<file path="src/rtl/param_frame_parser.sv">
// Host frame parser: SYNC, HDR, VAL_HI, VAL_LO, CHK -> one-cycle parameter write.
// Rejects frames with a bad header, a bad XOR checksum, or an inter-byte timeout.
module param_frame_parser #(
  parameter logic [7:0]  SYNC_BYTE      = 8'hA5,
  parameter int unsigned TIMEOUT_CYCLES = 100000
) (
  input  logic        clk,
  input  logic        rst,
  input  logic [7:0]  i_rx_data,
  input  logic        i_rx_valid,
  output logic [2:0]  o_param_addr,
  output logic [15:0] o_param_value,
  output logic        o_param_valid,
  output logic        o_frame_err,
  output logic [1:0]  o_err_code,
  output logic [7:0]  o_err_count,
  output logic        o_busy
);

  localparam int CNT_W = (TIMEOUT_CYCLES > 1) ? $clog2(TIMEOUT_CYCLES) : 1;
  localparam logic [CNT_W-1:0] CNT_LIMIT = CNT_W'(TIMEOUT_CYCLES - 1);

  typedef enum logic [2:0] {
    S_IDLE,
    S_HDR,
    S_VHI,
    S_VLO,
    S_CHK
  } state_t;

  state_t           r_state;
  state_t           w_state_next;
  logic [CNT_W-1:0] r_cnt;
  logic [7:0]       r_acc;
  logic [7:0]       r_hdr;
  logic [7:0]       r_vhi;
  logic [7:0]       r_vlo;
  logic [2:0]       r_param_addr;
  logic [15:0]      r_param_value;
  logic             r_param_valid;
  logic             r_frame_err;
  logic [1:0]       r_err_code;
  logic [7:0]       r_err_count;

  logic       w_timeout;
  logic       w_chk_byte;
  logic       w_hdr_bad;
  logic       w_sum_bad;
  logic       w_accept;
  logic       w_reject;
  logic [1:0] w_rej_code;

  // A byte arriving on the limit cycle clears the condition, so the byte wins.
  assign w_timeout  = (r_state != S_IDLE) && !i_rx_valid && (r_cnt == CNT_LIMIT);
  assign w_chk_byte = (r_state == S_CHK) && i_rx_valid;
  assign w_hdr_bad  = |r_hdr[7:3];
  assign w_sum_bad  = (i_rx_data != r_acc);
  assign w_accept   = w_chk_byte && !w_hdr_bad && !w_sum_bad;
  assign w_reject   = w_timeout || (w_chk_byte && (w_hdr_bad || w_sum_bad));

  always_comb begin
    w_rej_code = 2'd0;
    if (w_timeout)      w_rej_code = 2'd3;
    else if (w_hdr_bad) w_rej_code = 2'd2;
    else                w_rej_code = 2'd1;
  end

  // State register
  always_ff @(posedge clk) begin
    if (rst) r_state <= S_IDLE;
    else     r_state <= w_state_next;
  end

  // Next-state logic
  always_comb begin
    w_state_next = r_state;
    if (w_timeout) begin
      w_state_next = S_IDLE;
    end else if (i_rx_valid) begin
      case (r_state)
        S_IDLE:  if (i_rx_data == SYNC_BYTE) w_state_next = S_HDR;
        S_HDR:   w_state_next = S_VHI;
        S_VHI:   w_state_next = S_VLO;
        S_VLO:   w_state_next = S_CHK;
        S_CHK:   w_state_next = S_IDLE;
        default: w_state_next = S_IDLE;
      endcase
    end
  end

  // State-decoded outputs
  always_comb begin
    o_busy = (r_state != S_IDLE);
  end

  always_ff @(posedge clk) begin
    if (rst) begin
      r_cnt <= '0;
    end else if ((r_state == S_IDLE) || i_rx_valid || w_timeout) begin
      r_cnt <= '0;
    end else begin
      r_cnt <= r_cnt + 1'b1;
    end
  end

  always_ff @(posedge clk) begin
    if (rst) begin
      r_acc <= 8'h00;
      r_hdr <= 8'h00;
      r_vhi <= 8'h00;
      r_vlo <= 8'h00;
    end else if (i_rx_valid) begin
      case (r_state)
        S_IDLE: if (i_rx_data == SYNC_BYTE) r_acc <= 8'h00;
        S_HDR: begin
          r_hdr <= i_rx_data;
          r_acc <= r_acc ^ i_rx_data;
        end
        S_VHI: begin
          r_vhi <= i_rx_data;
          r_acc <= r_acc ^ i_rx_data;
        end
        S_VLO: begin
          r_vlo <= i_rx_data;
          r_acc <= r_acc ^ i_rx_data;
        end
        default: ;
      endcase
    end
  end

  always_ff @(posedge clk) begin
    if (rst) begin
      r_param_addr  <= 3'd0;
      r_param_value <= 16'h0000;
      r_param_valid <= 1'b0;
      r_frame_err   <= 1'b0;
      r_err_code    <= 2'd0;
      r_err_count   <= 8'd0;
    end else begin
      r_param_valid <= w_accept;
      r_frame_err   <= w_reject;
      if (w_accept) begin
        r_param_addr  <= r_hdr[2:0];
        r_param_value <= {r_vhi, r_vlo};
      end
      if (w_reject) begin
        r_err_code <= w_rej_code;
        if (r_err_count != 8'hFF) r_err_count <= r_err_count + 8'd1;
      end
    end
  end

  assign o_param_addr  = r_param_addr;
  assign o_param_value = r_param_value;
  assign o_param_valid = r_param_valid;
  assign o_frame_err   = r_frame_err;
  assign o_err_code    = r_err_code;
  assign o_err_count   = r_err_count;

endmodule

</file>
<file path="config.mk">
export PLATFORM = sky130hd
export DESIGN_NAME = param_frame_parser
export DESIGN_NICKNAME = d
export VERILOG_FILES = /design/src/rtl/param_frame_parser.sv
export SDC_FILE = /design/constraint.sdc
export NUM_CORES = 1
export LEC_CHECK = 0
export ABC_AREA = 0
export CORE_MARGIN = 5
export CORE_UTILIZATION = 40
export DETAILED_ROUTE_END_ITERATION = 10
export GPL_ROUTABILITY_DRIVEN = 0
export PLACE_DENSITY = 0.69
export SLEW_MARGIN = 20
export SYNTH_ARGS = -nofsm -noshare
export SYNTH_HDL_FRONTEND = slang
export SYNTH_SLANG_ARGS = --single-unit
</file>
<file path="constraint.sdc">
create_clock -name clk -period 2.1 [get_ports clk]
set_input_delay 0.525 -clock clk [delete_from_list [all_inputs] [get_ports clk]]
set_output_delay 0.525 -clock clk [all_outputs]
set_load 0.03 [all_outputs]
</file>
# Word-level counts from Yosys, hierarchy flattened

Index checks and enable logic that the tools add are counted.

Register bits: 83
Bits of input ports: 11
Output and inout port bits: 32
Logic and storage cells: 56

Add/sub/neg operators: 2
Eq/ne operators: 9
Mux-type cells: 6
Bitwise logic cells: 1
Reduce and logical (&&, ||, !) cells: 26

Operator list:

| kind                                                                  | number |
|---|---|
| 17-bit by 1-bit adder with 17-bit output, second input constant       | 1 |
| 17-bit equality test, second input constant                           | 1 |
| 8-bit case mux with 2 select lines                                    | 1 |
| 3-bit case mux with 4 select lines                                    | 1 |
| 2-bit AND reduction                                                   | 5 |
| 8-bit by 1-bit adder with 8-bit output, second input constant         | 1 |
| 8-bit equality test, second input constant                            | 1 |
| 8-bit 2-to-1 mux                                                      | 1 |
| 8-bit != test                                                         | 1 |
| 8-bit != test, second input constant                                  | 1 |
| 8-bit bitwise XOR                                                     | 1 |
| 3-bit by 2-bit equality test with 1-bit output, second input constant | 2 |
| 1-bit logical AND                                                     | 6 |
| 5-bit OR reduction                                                    | 1 |
| 1-bit logical OR                                                      | 4 |
| 2-bit 2-to-1 mux                                                      | 2 |
| 2-bit OR reduction                                                    | 2 |
| 3-bit by 1-bit equality test with 1-bit output, second input constant | 1 |
| 3-bit equality test, second input constant                            | 1 |
| 1-bit zero test                                                       | 3 |
| 3-bit zero test                                                       | 1 |
| 3-bit 2-to-1 mux                                                      | 1 |
| 3-bit AND reduction                                                   | 1 |
| 3-bit nonzero test                                                    | 1 |
| 3 further kinds                                                       | 3 |

# Logic depth before layout (Yosys ltp)

Gate-level depths: netlist of run 1.

Depth after elaboration: 5
Depth in mapped cells: 8
Mapped depth without buffers: 6

# Worst setup path after synthesis of run 1

No wires, ideal clock.

Kind: flip-flop to flip-flop
Start: register r_state[0]
End: register r_err_count[0] (netlist: o_err_count[0])
Data arrival time: 1.875 ns
Data required time: 1.977 ns
Setup slack: 0.101 ns
Stages on the path, launching flop included: 8
Buffers on the path: 2
Clock period less this slack: 1.999 ns
Path through: dfxtp_1 buf_2 or3_1 nand2_1 or3_1 buf_6 a21boi_4 mux2_1

Cells in the longest elaborated chain, start to end: 5
Elaborated cells on any way between the ends: 8
Classes of those cells: 1 x eq/ne; 7 x reduce/logical

Ends and longest elaborated chain:

| element                        | RTL line | RTL |
|---|---|---|
| start, declared                | 31       | `state_t r_state;` |
| start signal, assigned         | 71       | `else r_state <= w_state_next;` |
| 3-bit nonzero test             | n/a      |  |
| net o_busy                     | 17       | `output logic o_busy` |
| 1-bit logical AND (2 in a row) | 54       | `assign w_timeout = (r_state != S_IDLE) && !i_rx_valid && (r_cnt == CNT_LIMIT);` |
| 1-bit logical OR               | 59       | `assign w_reject = w_timeout \|\| (w_chk_byte && (w_hdr_bad \|\| w_sum_bad));` |
| 2-bit AND reduction (no line)  | n/a      |  |
| end signal, assigned           | 149      | `if (r_err_count != 8'hFF) r_err_count <= r_err_count + 8'd1;` |
| end, declared                  | 43       | `logic [7:0] r_err_count;` |

The timed path passes the listed nets, and every way through them passes these cells.
A chain may end at the register's enable or synchronous reset.

# Worst setup path after layout of run 1

Start: input i_rx_valid
End: register r_param_value[0] (netlist: o_param_value[0])

Cells in the longest elaborated chain, start to end: 3

Ends and longest elaborated chain:

| element                        | RTL line | RTL |
|---|---|---|
| start, declared                | 10       | `input logic i_rx_valid,` |
| 1-bit logical AND              | 55       | `assign w_chk_byte = (r_state == S_CHK) && i_rx_valid;` |
| 1-bit logical AND (2 in a row) | 58       | `assign w_accept = w_chk_byte && !w_hdr_bad && !w_sum_bad;` |
| end signal, assigned           | 145      | `r_param_value <= {r_vhi, r_vlo};` |
| end, declared                  | 39       | `logic [15:0] r_param_value;` |

Every way passes these cells.

==> reports/qor.csv, run 1 <==
metric,value,unit
netlist_instances,387,
initial_core_util,40.8,%
dr_wl_met2,4060,um
ff2ff_path_depth,5,
ys.flop_type,dfxtp_1,
place_ws,-422,ps
row_count,34,
vias,2963,
power_density,639,mW/mm^2
min_to,r_cnt[0]$_SDFF_PP0_,
synthSimpleGateAreaFrac,23.6,%
reg2reg_to,o_err_count[2]$_SDFFE_PP0P_,
path_clk_slew,90,ps
yosysTopAreaCell,dfxtp_1,
nFillCells,780,
max_stage_delay,560,ps
slew_headroom,76.9,%
syn-cell-area,0.00352,mm^2
status,finished clean,
final_design_area_no_fill,0.00470,mm^2
postRouteAntennaNets,0,
clock_path_buffers,2,
place_area,0.00439,mm^2
leakagePower,1.93,nW
hold_path_startpoint,r_cnt[0]$_SDFF_PP0_,
cts-htree-levels,3,
die_w,104,um
pin_count,43,
path_cells,clkdlybuf4s50_1 -> and4bb_2 -> inv_1 -> or4_4 -> clkbuf_16 -> mux2i_1 -> nor2_1,
wl_per_cell,14.0,um
peakVddDrop,0.309,mV
cts_sinks,83,
grt_max_degree,60,
hold_viol_final,0,
fin_crit_sh,98.9,%
synth_nets,400,
ys_seq_elements,83,
layout_commonest_cell,dfxtp_1,
cp_top_family,simple AND/OR/NAND/NOR gates,
wl,8250,um
dp_hpwl,5790,um
fmax,481,MHz
grt_antenna_before_repair,0,
worstSetupPathType,input port to flip-flop,
synth_xor_area_share,5.72,%
cts_hold_repair.buffers,0,
finalSetupViolations,0,
synthMuxAreaShare,12.7,%
tightest_slew,345,ps
area_growth_syn_to_layout,33.3,%
drc_errors,0,
ys_seq_area_share,47.1,%
nNetsFinal,488,
clk_latency,370,ps
syn-mean-instance-area,9.11,um^2
slew_viol_final,0,
slowest_stage,or4_4,
synth.area.top_cells,"dfxtp_1 47%, mux2i_1 11%, nor2_1 8.0%",
viasPerCell,5.04,
timing.rr.start,r_cnt[10]$_SDFF_PP0_,
wl_met1,3690,um
overflow,0,
critPathArrivalTime,2320,ps
synth_adder_area_share,0.710,%
wl_met3,353,um
core,0.00864,mm^2
yosys_warnings,0,
async_reset_ff_share,0,%
synth_edf_count,0,
gr-usage-all-layers,15.0,%
grt_pass1_vias,2896,
synth_top_area_share,47.1,%
end_kind,flip-flop,
critPathRequiredTime,2340,ps
drt_first_pass_iters,4,
initialDrtViolationCount,120,
port_buffers,42,
cp.buffers_inverters,3,
antenna_cells,0,
cts_tree,yes,
cap_violations,0,
dp.cells,568,
finalNonFillerCells,588,
final_cell_mix,"83 x dfxtp_1, 75 x nor2_1, 47 x buf_4",
synth_compound_area_share,6.74,%
hold_depth,1,
grt_pass1_wl,13600,um
ys_types,41,
chipHeight,104,um
worst_clock_skew,15.9,ps
worst_slack,22.5,ps
r2r_setup_slack,120,ps
fin_setup_tns,0,ps
synth_top_family_by_area,simple AND/OR/NAND/NOR gates,
worstSetupStartpointType,input port,
path_max_fanout,9,
numCtsBuffers,9,
fin_crit,2080,ps
cts_root_buf,clkbuf_8,
drive_gt1_share,17.3,%
die_area,0.0108,mm^2
hold_class,flip-flop to flip-flop,
top_layer_used,met4,
==> what timing repair did <==
action,CTS,global route
setup endpoints to repair,23,21
setup buffers,0,1
gates resized for setup,5,11
pin swaps,1,7
gates cloned,0,3
==> synthesized netlist by cell type, drive strengths merged, types with 8 or more instances <==
library cell / n
a21oi: 23
clkbuf: 11
dfxtp: 83
mux2i: 37
nand2: 28
nand3: 8
nand3b: 8
nand4: 8
nor2: 75
nor2b: 9
nor3: 14
o21ai: 11
xnor2: 17
==> power breakdown <==
group	internal, mW	switching (mW)
Clock	0.582	0.647
Sequential	1.58	0.00803
Combinational	0.0805	0.101
==> layer usage <==
metal | global-route usage (%) | vias to the layer above
met1 | 18.3 | 1383
met2 | 25.0 | 62
met5 | 0 | -
met4 | 5.55 | 0
li1 | - | 1502
met3 | 4.35 | 16
==> stage by stage <==
step	hold slack, ps	util [%]	total power, mW
CTS	448	53.3	3.02
detailed placement	434	50.8	1.81
global route	486	54.4	3.13
floorplan	413	-	1.71
global placement	425	50.8	1.80
finish	450	54.4	3.00
==> registers in the layout, indices dropped and copies added (netlist names) <==
register / count
o_param_value: 16
r_vhi: 8
o_err_count: 8
o_param_addr: 3
r_hdr: 8
r_acc: 8
o_param_valid: 1
r_cnt: 17
r_state: 3
r_vlo: 8
o_err_code: 2
o_frame_err: 1
==> worst max path at each step <==
stage	startpoint	endpoint	slack (ps)	depth (start not counted)
finish	i_rx_valid	o_param_value[0]$_SDFFE_PP0P_	20	7
global route	i_rx_valid	o_param_value[15]$_SDFFE_PP0P_	-8	7
CTS	r_cnt[10]$_SDFF_PP0_	o_err_count[2]$_SDFFE_PP0P_	6	5
detailed placement	i_rx_data[0]	o_err_count[3]$_SDFFE_PP0P_	-420	7
global placement	i_rx_data[5]	o_err_count[4]$_SDFFE_PP0P_	-420	8
floorplan	r_state[0]$_SDFFE_PP0P_	o_err_count[0]$_SDFFE_PP0P_	100	7
==> cell type report <==
type | count | area (um^2) | area share [%]
sequential | 83 | 1660 | 35.4
multi-input combinational | 281 | 1770 | 37.7
clock buffer | 9 | 124 | 2.64
timing repair buffer | 94 | 888 | 18.9
inverter | 6 | 22.5 | 0.479
tap | 108 | 135 | 2.88
clock inverter | 7 | 93.8 | 2.00
==> cell families after synthesis <==
family | Yosys count
AND/OR/NAND/NOR | 171
multiplexers | 44
adder cells (fa/ha/maj) | 2
AO/OA/AOI/OAI | 40
buffers and inverters | 24
flip-flops | 83
XOR/XNOR | 23
No activity file was read; power rests on OpenSTA's default activity.
==> run 2: changes to the inputs <==
Settings changed: CTS_BUF_LIST from default to sky130_fd_sc_hd__clkbuf_8.
==> results of run 2 <==
The final DEF is identical to that of run 1; final timing and power are the same.
==> run 3: changes to the inputs <==
Settings changed: GPL_TIMING_DRIVEN from default to 0.
==> run 3 against run 2 <==
Hold slack gained 13 ps. Critical path type is now flip-flop to flip-flop. Sequential cell count unchanged. Core utilization is 3.8 points lower. Die area stayed put. Routed wire length shrank 9.5%. Critical path depth fell by 1. Register-to-register slack got worse by 50 ps. Via count is 4.4% lower. Cell count down 5.4%. Worst setup slack better by 43 ps. Sequential power barely moved.
==> reports/qor.csv, run 3 (synthesized netlist as in run 1, its figures left out) <==
metric,value,unit
drive_gt1_share,12.8,%
layout_commonest_cell,dfxtp_1,
overflow,0,
core,0.00864,mm^2
path_cells,nand2_1 -> or4_4 -> or3_4 -> buf_6 -> a21boi_4 -> mux2_1,
finalPower,2.88,mW
cap_violations,0,
nFillCells,835,
max_stage_delay,500,ps
grt_pass1_wl,13000,um
grt_pass1_vias,2803,
grt_antenna_before_repair,1,
grt_max_degree,15,
final_cell_mix,"80 x dfxtp_1, 74 x nor2_1, 37 x mux2i_1",
cp-startpoint,r_cnt[9]$_SDFF_PP0_,
status,finished clean,
hold_viol_final,0,
cts-htree-levels,3,
hold_class,flip-flop to flip-flop,
wl,7470,um
vias,2833,
crit_end,o_err_count[0]$_SDFFE_PP0P_,
numCtsBuffers,9,
slowest_stage,or4_4,
peakVddDrop,0.331,mV
path_clk_slew,80,ps
initial_core_util,40.8,%
slew_viol_final,0,
worst_clock_skew,11.9,ps
cts_root_buf,clkbuf_8,
finalSetupViolations,0,
gr-usage-all-layers,14.3,%
viasPerCell,5.10,
drt_first_pass_iters,4,
worstSetupStartpointType,flip-flop,
drc_errors,0,
cts_sinks,83,
cts_tree,yes,
clk_latency,340,ps
pin_count,43,
clock_path_buffers,2,
nNetsFinal,455,
path_max_fanout,8,
die_area,0.0108,mm^2
largest_register,r_cnt,
end_kind,flip-flop,
dp_hpwl,5380,um
wl_per_cell,13.4,um
reg2reg_to,o_err_count[0]$_SDFFE_PP0P_,
fin_crit,2030,ps
critPathRequiredTime,2330,ps
chipHeight,104,um
row_count,34,
tightest_slew,920,ps
slew_headroom,38.2,%
port_buffers,42,
final_design_area_no_fill,0.00437,mm^2
r2r_setup_slack,70,ps
area_growth_syn_to_layout,24.0,%
fmax,491,MHz
fin_crit_sh,96.9,%
timing.rr.start,r_cnt[9]$_SDFF_PP0_,
initialDrtViolationCount,133,
postRouteAntennaNets,0,
ff2ff_path_depth,6,
die_w,104,um
power_density,659,mW/mm^2
worstSetupPathType,flip-flop to flip-flop,
critPathArrivalTime,2270,ps
largest_reg_flops,17,
place_area,0.00408,mm^2
leakagePower,1.65,nW
run 3: stage by stage:
stage / setup TNS (ps) / hold WS [ps] / setup slack, ps / utilization (%) / std cells
after detailed placement: -33920 / 432 / -798 / 47.2 / 537
after global placement: -31690 / 423 / -762 / 47.2 / 537
after CTS: 0 / 445 / 6.36 / 49.9 / 553
final: 0 / 463 / 65.2 / 50.6 / 556
after floorplan: 0 / 413 / 101 / - / 387
after global routing: -202 / 482 / -39.4 / 50.6 / 556
run 3: per-layer routing:
metal | track usage [%] | vias to the layer above | wire [um]
met5 | 0 | - | 0
met4 | 6.29 | 0 | 149
met3 | 2.86 | 13 | 234
met2 | 24.5 | 33 | 3660
met1 | 17.3 | 1353 | 3420
li1 | - | 1434 | -
run 3: power breakdown:
group | total [mW] | internal (mW) | switching [mW]
registers | 1.59 | 1.58 | 0.00692
logic | 0.149 | 0.0531 | 0.0960
clock network | 1.14 | 0.579 | 0.563
run 3: worst min path at each step:
stage | startpoint | to | slack, ps | cells past startpoint
6_report | r_vlo[6]$_SDFFE_PP0P_ | r_vlo[6]$_SDFFE_PP0P_ | 460 | 2
5_1_grt | r_vlo[4]$_SDFFE_PP0P_ | r_vlo[4]$_SDFFE_PP0P_ | 480 | 2
4_1_cts | r_cnt[0]$_SDFF_PP0_ | r_cnt[0]$_SDFF_PP0_ | 450 | 1
3_5_place_dp | r_cnt[0]$_SDFF_PP0_ | r_cnt[0]$_SDFF_PP0_ | 430 | 1
3_3_place_gp | r_cnt[0]$_SDFF_PP0_ | r_cnt[0]$_SDFF_PP0_ | 420 | 1
2_1_floorplan | r_cnt[0]$_SDFF_PP0_ | r_cnt[0]$_SDFF_PP0_ | 410 | 1
run 3: what timing repair did:
item / CTS / global route
endpoints found under the setup margin: 62 / 53
pin swaps: 0 / 2
setup buffers: 1 / 2
hold buffers: 0 / 0
gates resized for setup: 21 / 26
cloned: 0 / 0
run 3: area by class of cell:
cell class | instances | area (um^2) | area share [%]
diodes | 1 | 2.50 | 0.0572
plain buffers | 17 | 98.8 | 2.26
clock buffers | 10 | 138 | 3.15
clock inverters | 6 | 65.1 | 1.49
inverters | 6 | 22.5 | 0.515
multi-input cells | 280 | 1800 | 41.2
flip-flops and latches | 83 | 1670 | 38.2
well taps | 108 | 135 | 3.09
repair buffers | 45 | 443 | 10.1
run 3: critical path: cells and delay by family (launching register included):
kind,cells,cell delay (ps)
simple gates,3,910
compound gates,1,160
flops,1,370
mux,1,330
buf+inv,1,150
